--- src/rtl/div_share_arb.sv ---
// Shared-divider scheduler: arbitrates NREQ requesters onto one combinational divider,
// holds operands for DIV_LAT cycles, returns quotient. Define DIV_ARB_FIXED_PRI_EN for fixed priority.
module div_share_arb #(
  parameter int NREQ    = 4,
  parameter int W       = 56,
  parameter int DIV_LAT = 3
) (
  input  logic                     clk,
  input  logic                     rst_n,
  input  logic [NREQ-1:0]          req_valid,
  output logic [NREQ-1:0]          req_ready,
  input  logic [NREQ*W-1:0]        req_num,
  input  logic [NREQ*W-1:0]        req_den,
  output logic [W-1:0]             div_a,
  output logic [W-1:0]             div_b,
  input  logic [W-1:0]             div_q,
  output logic                     resp_valid,
  input  logic                     resp_ready,
  output logic [$clog2(NREQ)-1:0]  resp_id,
  output logic [W-1:0]             resp_quot,
  output logic                     busy
);

  localparam int IDW = $clog2(NREQ);
  localparam int CW  = (DIV_LAT > 1) ? $clog2(DIV_LAT) : 1;

  typedef enum logic [1:0] {S_IDLE, S_WAIT, S_RESP} state_e;

  state_e          state_q, state_d;
  logic [CW-1:0]   cnt_q, cnt_d;
  logic [W-1:0]    a_q, a_d, b_q, b_d, quot_q, quot_d;
  logic [IDW-1:0]  id_q, id_d;
  logic [IDW-1:0]  win;
  logic [NREQ-1:0] grant;

`ifdef DIV_ARB_FIXED_PRI_EN
  always_comb begin
    win = '0;
    for (int k = NREQ - 1; k >= 0; k--) begin
      if (req_valid[k]) win = IDW'(k);
    end
  end
`else
  logic [IDW-1:0] last_id_q, last_id_d;
  logic           found;

  // Search starts one past the previous winner so every requester gets a turn.
  always_comb begin
    win   = '0;
    found = 1'b0;
    for (int k = 1; k <= NREQ; k++) begin
      if (!found && req_valid[(int'(last_id_q) + k) % NREQ]) begin
        win   = IDW'((int'(last_id_q) + k) % NREQ);
        found = 1'b1;
      end
    end
  end
`endif

  // NOTE: every signal driven here gets a default first, otherwise a latch is inferred.
  always_comb begin
    state_d = state_q;
    cnt_d   = cnt_q;
    a_d     = a_q;
    b_d     = b_q;
    quot_d  = quot_q;
    id_d    = id_q;
    grant   = '0;
`ifndef DIV_ARB_FIXED_PRI_EN
    last_id_d = last_id_q;
`endif
    case (state_q)
      S_IDLE: begin
        if (|req_valid) begin
          grant[win] = 1'b1;
          a_d        = req_num[int'(win)*W +: W];
          b_d        = req_den[int'(win)*W +: W];
          id_d       = win;
          cnt_d      = CW'(DIV_LAT - 1);
          state_d    = S_WAIT;
`ifndef DIV_ARB_FIXED_PRI_EN
          last_id_d  = win;
`endif
        end
      end
      S_WAIT: begin
        if (cnt_q == '0) begin
          quot_d  = div_q;
          state_d = S_RESP;
        end else begin
          cnt_d = cnt_q - CW'(1);
        end
      end
      S_RESP: begin
        if (resp_ready) state_d = S_IDLE;
      end
      default: state_d = S_IDLE;
    endcase
  end

  // NOTE: sequential state uses non-blocking assignments so all registers update together.
  always_ff @(posedge clk or negedge rst_n) begin
    if (!rst_n) begin
      state_q   <= S_IDLE;
      cnt_q     <= '0;
      a_q       <= '0;
      b_q       <= '0;
      quot_q    <= '0;
      id_q      <= '0;
`ifndef DIV_ARB_FIXED_PRI_EN
      last_id_q <= IDW'(NREQ - 1);
`endif
    end else begin
      state_q   <= state_d;
      cnt_q     <= cnt_d;
      a_q       <= a_d;
      b_q       <= b_d;
      quot_q    <= quot_d;
      id_q      <= id_d;
`ifndef DIV_ARB_FIXED_PRI_EN
      last_id_q <= last_id_d;
`endif
    end
  end

  assign req_ready  = grant;
  assign div_a      = a_q;
  assign div_b      = b_q;
  assign resp_quot  = quot_q;
  assign resp_id    = id_q;
  assign resp_valid = (state_q == S_RESP);
  assign busy       = (state_q != S_IDLE);

endmodule

--- config.mk ---
export PLATFORM = sky130hd
export DESIGN_NAME = div_share_arb
export DESIGN_NICKNAME = d
export VERILOG_FILES = /design/src/rtl/div_share_arb.sv
export SDC_FILE = /design/constraint.sdc
export NUM_CORES = 1
export LEC_CHECK = 0
export CORE_AREA = 2 2 271 273
export CTS_CLUSTER_DIAMETER = 40
export DETAILED_ROUTE_END_ITERATION = 16
export DIE_AREA = 0 0 273 275
export SLEW_MARGIN = 5
export SYNTH_ARGS = -nofsm -noshare
export SYNTH_HDL_FRONTEND = slang
export SYNTH_SLANG_ARGS = --single-unit
export TNS_END_PERCENT = 5
--- constraint.sdc ---
create_clock -name clk -period 5.8 [get_ports clk]
set_clock_uncertainty 0.1 [all_clocks]
set_input_delay 0.87 -clock clk [delete_from_list [all_inputs] [get_ports clk]]
set_output_delay 0.87 -clock clk [all_outputs]
set_load 0.02 [all_outputs]
==> results of run 1 <==
-- cell usage in the layout, fill, tap and decap left out, types with 2 or more instances in the layout --
cell type and instances:
mux2i_1 224, a21oi_1 4, clkinv_4 2, clkbuf_16 17, dfrtp_1 174, o221ai_1 112
nand2b_1 5, nand2_1 115, nand2_4 2, buf_4 8, clkdlybuf4s50_1 685, mux2_2 56
nor2_1 9, diode_2 5, clkinv_8 2, inv_1 5, inv_6 5, dfstp_2 2
buf_12 3, o21ai_0 3, inv_8 3
-- sequential cells by signal, indices dropped and copies added (netlist names) --
register and count:
resp_quot 56, state_q 2, last_id_q 2, div_b 56
div_a 56, resp_id 2, cnt_q 2
-- worst max path at each step --
stage,startpoint,end,slack (ns),cells after the start
6_report,req_valid[1],req_ready[3],1.68,7
5_1_grt,req_valid[3],req_ready[3],1.53,8
4_1_cts,req_valid[1],req_ready[3],1.68,7
3_5_place_dp,req_valid[1],div_b[3]$_DFFE_PN0P_,1.60,9
3_3_place_gp,req_valid[3],req_ready[3],1.74,7
2_1_floorplan,req_valid[0],req_ready[2],2.82,6
-- layout make-up --
type	count	area, sq um	share of cell area (%)
multi-input cells	544	4530	25.5
diodes	5	12.5	0.0705
repair buffers	697	6990	39.4
clock inverters	14	165	0.930
inverters	5	18.8	0.106
clock buffers	17	425	2.40
well taps	959	1200	6.76
flip-flops and latches	176	4410	24.8
-- through the flow --
| stage | utilization [%] | cell area [sq um] | setup slack (ns) |
|---|---|---|---|
| 4_1_cts | 24.5 | 17700 | 1.68 |
| 3_3_place_gp | 23.7 | 17200 | 1.74 |
| 3_5_place_dp | 23.7 | 17200 | 1.60 |
| 5_1_grt | 24.5 | 17700 | 1.53 |
| 2_1_floorplan | - | 9380 | 2.82 |
| 6_report | 24.5 | 17800 | 1.68 |
-- cell families (layout without fill, tap and decap cells) --
group	count (synthesis)	in the layout	share of synthesized area (%)
compound gates	127	127	11.6
fa+ha+maj	1	1	0.133
simple gates	136	136	5.68
flops	176	176	47.0
mux	280	280	30.6
other cells	0	5	0
buf+inv	74	733	5.00
-- power by group through the flow --
stage | clock network (mW) | registers (mW) | logic [mW]
after floorplan | 0 | 2.90 | 2.12
after global placement | 0 | 2.22 | 4.93
after detailed placement | 0 | 2.25 | 5.00
after CTS | 1.32 | 2.23 | 5.01
after global routing | 1.35 | 2.30 | 5.27
final | 1.22 | 2.22 | 4.93
-- layer usage --
layer  wire (um)  part of all wire [%]  vias up
met4         752                   1.7        0
li1            -                     -     4292
met3        4520                    10       31
met5           0                     0        -
met1       15600                    35     4460
met2       23300                    53      476
-- worst max-delay path, cell delays in order --
cell,delay (ns)
clkdlybuf4s50_1,0.55
nor2_1,0.12
a21oi_2,0.39
nand2_4,0.09
buf_4,0.31
nor2_1,0.17
clkdlybuf4s50_1,0.62
==> impl_metrics.py, run 1 <==
metrics = {
    "power": {
        "power.internal_mw": 4.84,
        "p_total_mw": 8.38,
        "clkPwrFrac_pct": 14.6,
        "seqPwrFrac_pct": 26.5,
        "p_leak_nw": 7.36,
        "share_comb_of_total_power_pct": 58.9,
        "p_sw_share_pct": 42.2,
        "peakVddDrop_mv": 0.681,
        "powerDensity_mw_per_mm2": 472,
        "p_switching_mw": 3.54,
    },
    "clocking": {
        "ctsResizeCount": 0,
        "tritoncts": "done",
        "cts_sinks": 176,
        "clk-insertion-delay-late_ns": 0.47,
        "postCtsSetupBuffers": 0,
        "clock_path_buffers": 2,
        "cts_buffers": 17,
        "cts-root-buf": "clkbuf_16",
        "h-tree-depth": 4,
        "hold_buffers": 0,
        "cts.reportedPaths.clkPinSlew_ns": 0.07,
    },
    "route": {
        "vias": 9259,
        "ant_nets": 0,
        "drcViolationCount": 0,
        "drt_wl_total_um": 44200,
        "drt_iter0_drc": 247,
        "viasPerCell": 3.83,
        "wire_per_inst_um": 18.3,
        "dr.pass1.iters": 4,
    },
    "placed_design": {
        "dp_hpwl_um": 34800,
        "dp.cells": 2381,
        "place_congestion": 0.822,
        "io_buffers": 686,
    },
    "global_route": {
        "grt_most_used_layer": "met2",
        "grtUsageMet1_pct": 11.4,
        "grt_start_max_net_pins": 97,
        "track_usage_pct": 11.3,
        "grt_pass1_wl_um": 63100,
        "use_met2_pct": 21.0,
        "grtUsageMet3_pct": 4.44,
        "grt_overflow": 0,
        "antenna_found_initial": 5,
        "first_global_vias": 9949,
    },
    "logic_synthesis": {
        "synthArstFlopShare_pct": 100,
        "syn_area_per_cell_sq_um": 11.8,
        "seq_area_frac_synth_pct": 47.0,
        "synth_edf_count": 0,
        "yosys.area.top_type": "dfrtp_1",
        "ys_warn_count": 0,
        "ys.flop_type": "dfrtp_1",
        "synthCells": 794,
        "netlist_area_sq_mm": 0.00938,
        "synth_cell_type_count": 29,
        "ys_ff_latch": 176,
        "postSynthNetCount": 1306,
        "yosysMostFrequentCell": "mux2i_1",
        "synth_common_cells": "224 x mux2i_1, 174 x dfrtp_1, 117 x nand2_1",
        "synth_area_leaders": "dfrtp_1 46%, mux2i_1 24%, o221ai_1 10%",
        "synth.top_cell.area_share_pct": 46.4,
    },
    "critical_path": {
        "reg2regPathDepth": 8,
        "start_kind": "primary input",
        "crit_type": "in2out",
        "worstPathArrival_ns": 3.15,
        "worst-path-max-fanout": 54,
        "reg2reg_to": "div_b[3]$_DFFE_PN0P_",
        "critPathRequiredTime_ns": 4.83,
        "r2r_setup_slack_ns": 2.46,
        "cp-end-kind": "output port",
        "r2r_start": "last_id_q[0]$_DFFE_PN1P_",
    },
    "sta": {
        "fin_crit_sh_pct": 71.0,
        "rsz0062_at_grt": "no",
        "worst-slew-pin-transition_ns": 0.929,
        "finalMaxSlewViolations": 0,
        "hold_viol": 0,
        "fmax_ghz": 0.243,
        "relSlewSlack_pct": 38.1,
        "finalSetupViolCount": 0,
        "fin_crit_ns": 4.12,
        "holdWs_ns": 0.285,
        "tns_ns": 0,
    },
    "die": {
        "die_w_um": 273,
        "dieArea_sq_mm": 0.0751,
        "fp-row-count": 99,
        "pin_count": 687,
        "fp.dieH_um": 275,
        "core_region_area_sq_mm": 0.0723,
        "start_util_pct": 13.0,
    },
    "worst_hold_path": {
        "hold_class": "in2async",
    },
    "cells_and_area": {
        "fin_cells": 2417,
        "fillCellCount": 7606,
        "nets": 1953,
        "drive_gt1_share_pct": 7.36,
        "areaGrowthSynthToFinish_pct": 89.3,
    },
    "run_status": {
        "status": "completed",
    },
    "flow_run": {
        "max_cap_violations": 0,
    },
}
Power figures use the tool's default switching activity.
==> run 2, diff against run 1 <==
==> constraint.sdc (replaced) <==
create_clock -name clk -period 3.51 [get_ports clk]
set_clock_uncertainty 0.1 [all_clocks]
set_input_delay 0.5265 -clock clk [delete_from_list [all_inputs] [get_ports clk]]
set_output_delay 0.5265 -clock clk [all_outputs]
set_load 0.02 [all_outputs]
==> impl_metrics.py, run 2 (same netlist as run 1, synthesis figures left out) <==
metrics = {
    "clocking": {
        "cts_buffers": 17,
        "postCtsSetupBuffers": 0,
        "tritoncts": "done",
        "cts_sinks": 176,
        "cts-root-buf": "clkbuf_16",
        "h-tree-depth": 4,
        "cts.reportedPaths.clkPinSlew_ns": 0.07,
        "clk-insertion-delay-late_ns": 0.47,
        "clock_path_buffers": 2,
    },
    "sta": {
        "relSlewSlack_pct": 33.6,
        "hold_viol": 0,
        "finalSetupViolCount": 0,
        "fin_crit_sh_pct": 96.7,
        "worst-slew-pin-transition_ns": 0.996,
        "rsz0062_at_grt": "no",
        "holdWs_ns": 0.391,
        "fin_crit_ns": 3.40,
        "finalMaxSlewViolations": 0,
        "tns_ns": 0,
        "fmax_ghz": 0.295,
    },
    "global_route": {
        "grt_pass1_wl_um": 65100,
        "track_usage_pct": 11.7,
        "grt_start_max_net_pins": 93,
        "first_global_vias": 10100,
        "grt_overflow": 0,
        "antenna_found_initial": 6,
    },
    "die": {
        "start_util_pct": 13.0,
        "core_region_area_sq_mm": 0.0723,
        "pin_count": 687,
        "die_w_um": 273,
        "dieArea_sq_mm": 0.0751,
        "fp-row-count": 99,
        "fp.dieH_um": 275,
    },
    "worst_hold_path": {
        "min_delay_worst_endpoint": "div_a[41]$_DFFE_PN0P_",
        "hp-start": "div_a[41]$_DFFE_PN0P_",
        "min_path_cells": 2,
        "hold_class": "reg2reg",
    },
    "placed_design": {
        "dp_hpwl_um": 36000,
        "io_buffers": 686,
        "dpl-instance-area_sq_mm": 0.0173,
        "place_congestion": 0.877,
    },
    "route": {
        "dr.max_layer_used": "met5",
        "routedLengthMet1_um": 16800,
        "route.met2.wl_um": 23400,
        "vias": 9411,
        "drcViolationCount": 0,
        "dr.pass1.iters": 5,
        "viasPerCell": 3.88,
        "wire_per_inst_um": 18.9,
        "drt_iter0_drc": 277,
        "drt_wl_total_um": 45800,
        "ant_nets": 0,
        "route.met3.wl_um": 4310,
    },
    "critical_path": {
        "worst-path-max-fanout": 4,
        "r2r_setup_slack_ns": 0.72,
        "crit_type": "in2out",
        "reg2regPathDepth": 6,
        "critPathRequiredTime_ns": 2.88,
        "start_kind": "primary input",
        "r2r_start": "last_id_q[0]$_DFFE_PN1P_",
        "reg2reg_to": "div_b[15]$_DFFE_PN0P_",
        "cp-end-kind": "output port",
        "worstPathArrival_ns": 2.77,
    },
    "cells_and_area": {
        "finalInstanceArea_sq_mm": 0.0179,
        "fillCellCount": 7662,
        "layout_common_cells": "685 x clkdlybuf4s50_1, 224 x mux2i_1, 174 x dfrtp_1",
        "final_common_cell": "clkdlybuf4s50_1",
        "areaGrowthSynthToFinish_pct": 91.2,
        "nets": 1966,
        "drive_gt1_share_pct": 8.05,
        "multi_input_area_sq_mm": 0.00453,
        "regArea_sq_mm": 0.00441,
    },
    "power": {
        "peakVddDrop_mv": 1.07,
        "p_leak_nw": 7.46,
        "powerDensity_mw_per_mm2": 791,
        "p_total_mw": 14.2,
    },
    "run_status": {
        "status": "completed",
    },
    "flow_run": {
        "max_cap_violations": 0,
    },
}
==> run 2: cell count changes in the layout (fill, tap and decap cells not counted), sizes merged <==
| cell | change |
|---|---|
| clkinv | -1 |
| inv | -3 |
| clkbuf | +1 |
| diode | -3 |
| bufinv | +3 |
| dlygate4sd3 | +1 |
| buf | +12 |
==> run 2: worst max path at each step <==
| stage | end | depth (start not counted) | from |
|---|---|---|---|
| after floorplan | req_ready[2] | 6 | state_q[1]$_DFFE_PN0P_ |
| after global placement | req_ready[1] | 6 | req_valid[3] |
| after detailed placement | req_ready[1] | 6 | req_valid[3] |
| after CTS | req_ready[1] | 6 | last_id_q[0]$_DFFE_PN1P_ |
| after global routing | req_ready[1] | 6 | last_id_q[0]$_DFFE_PN1P_ |
| final | req_ready[1] | 6 | req_valid[3] |
==> run 2: final cells by class <==
type,instances,share of cell area (%)
Antenna cell,2,0.0279
Timing Repair Buffer,710,39.8
Tap cell,959,6.69
Clock buffer,18,2.39
Inverter,5,0.105
Multi-Input combinational cell,544,25.3
Clock inverter,13,1.11
Sequential cell,176,24.6
==> run 2: what timing repair did <==
item,4_1_cts,5_1_grt
hold buffers,1,0
hold endpoints to repair,40,0
resized for setup,0,0
==> run 2: power by group <==
part | switching (mW) | leakage [nW] | internal [mW] | total, mW
clock network | 0.982 | 0.305 | 1.21 | 2.19
logic | 4.30 | 5.03 | 4.01 | 8.31
registers | 0.605 | 2.13 | 3.08 | 3.69
==> run 2: layer usage <==
layer | vias to the layer above | global-route usage (%)
li1 | 4320 | -
met1 | 4529 | 12.3
met2 | 504 | 20.9
met3 | 54 | 4.25
met4 | 4 | 5.03
met5 | - | 0
==> run 2: per-stage QoR <==
step / cells / util [%] / setup WS (ns)
finish: 2427 / 24.8 / 0.115
global route: 2426 / 24.8 / 0.113
CTS: 2425 / 24.8 / 0.107
detailed placement: 2393 / 23.9 / 0.155
global placement: 2393 / 23.9 / 0.158
floorplan: 794 / - / 1.09
==> run 2: worst max-delay path: stages <==
cell and delay [ns]:
clkdlybuf4s50_1 0.55, nor2_1 0.12, nor3_1 0.35, a211oi_4 0.09
nor2_1 0.43, clkdlybuf4s50_1 0.71
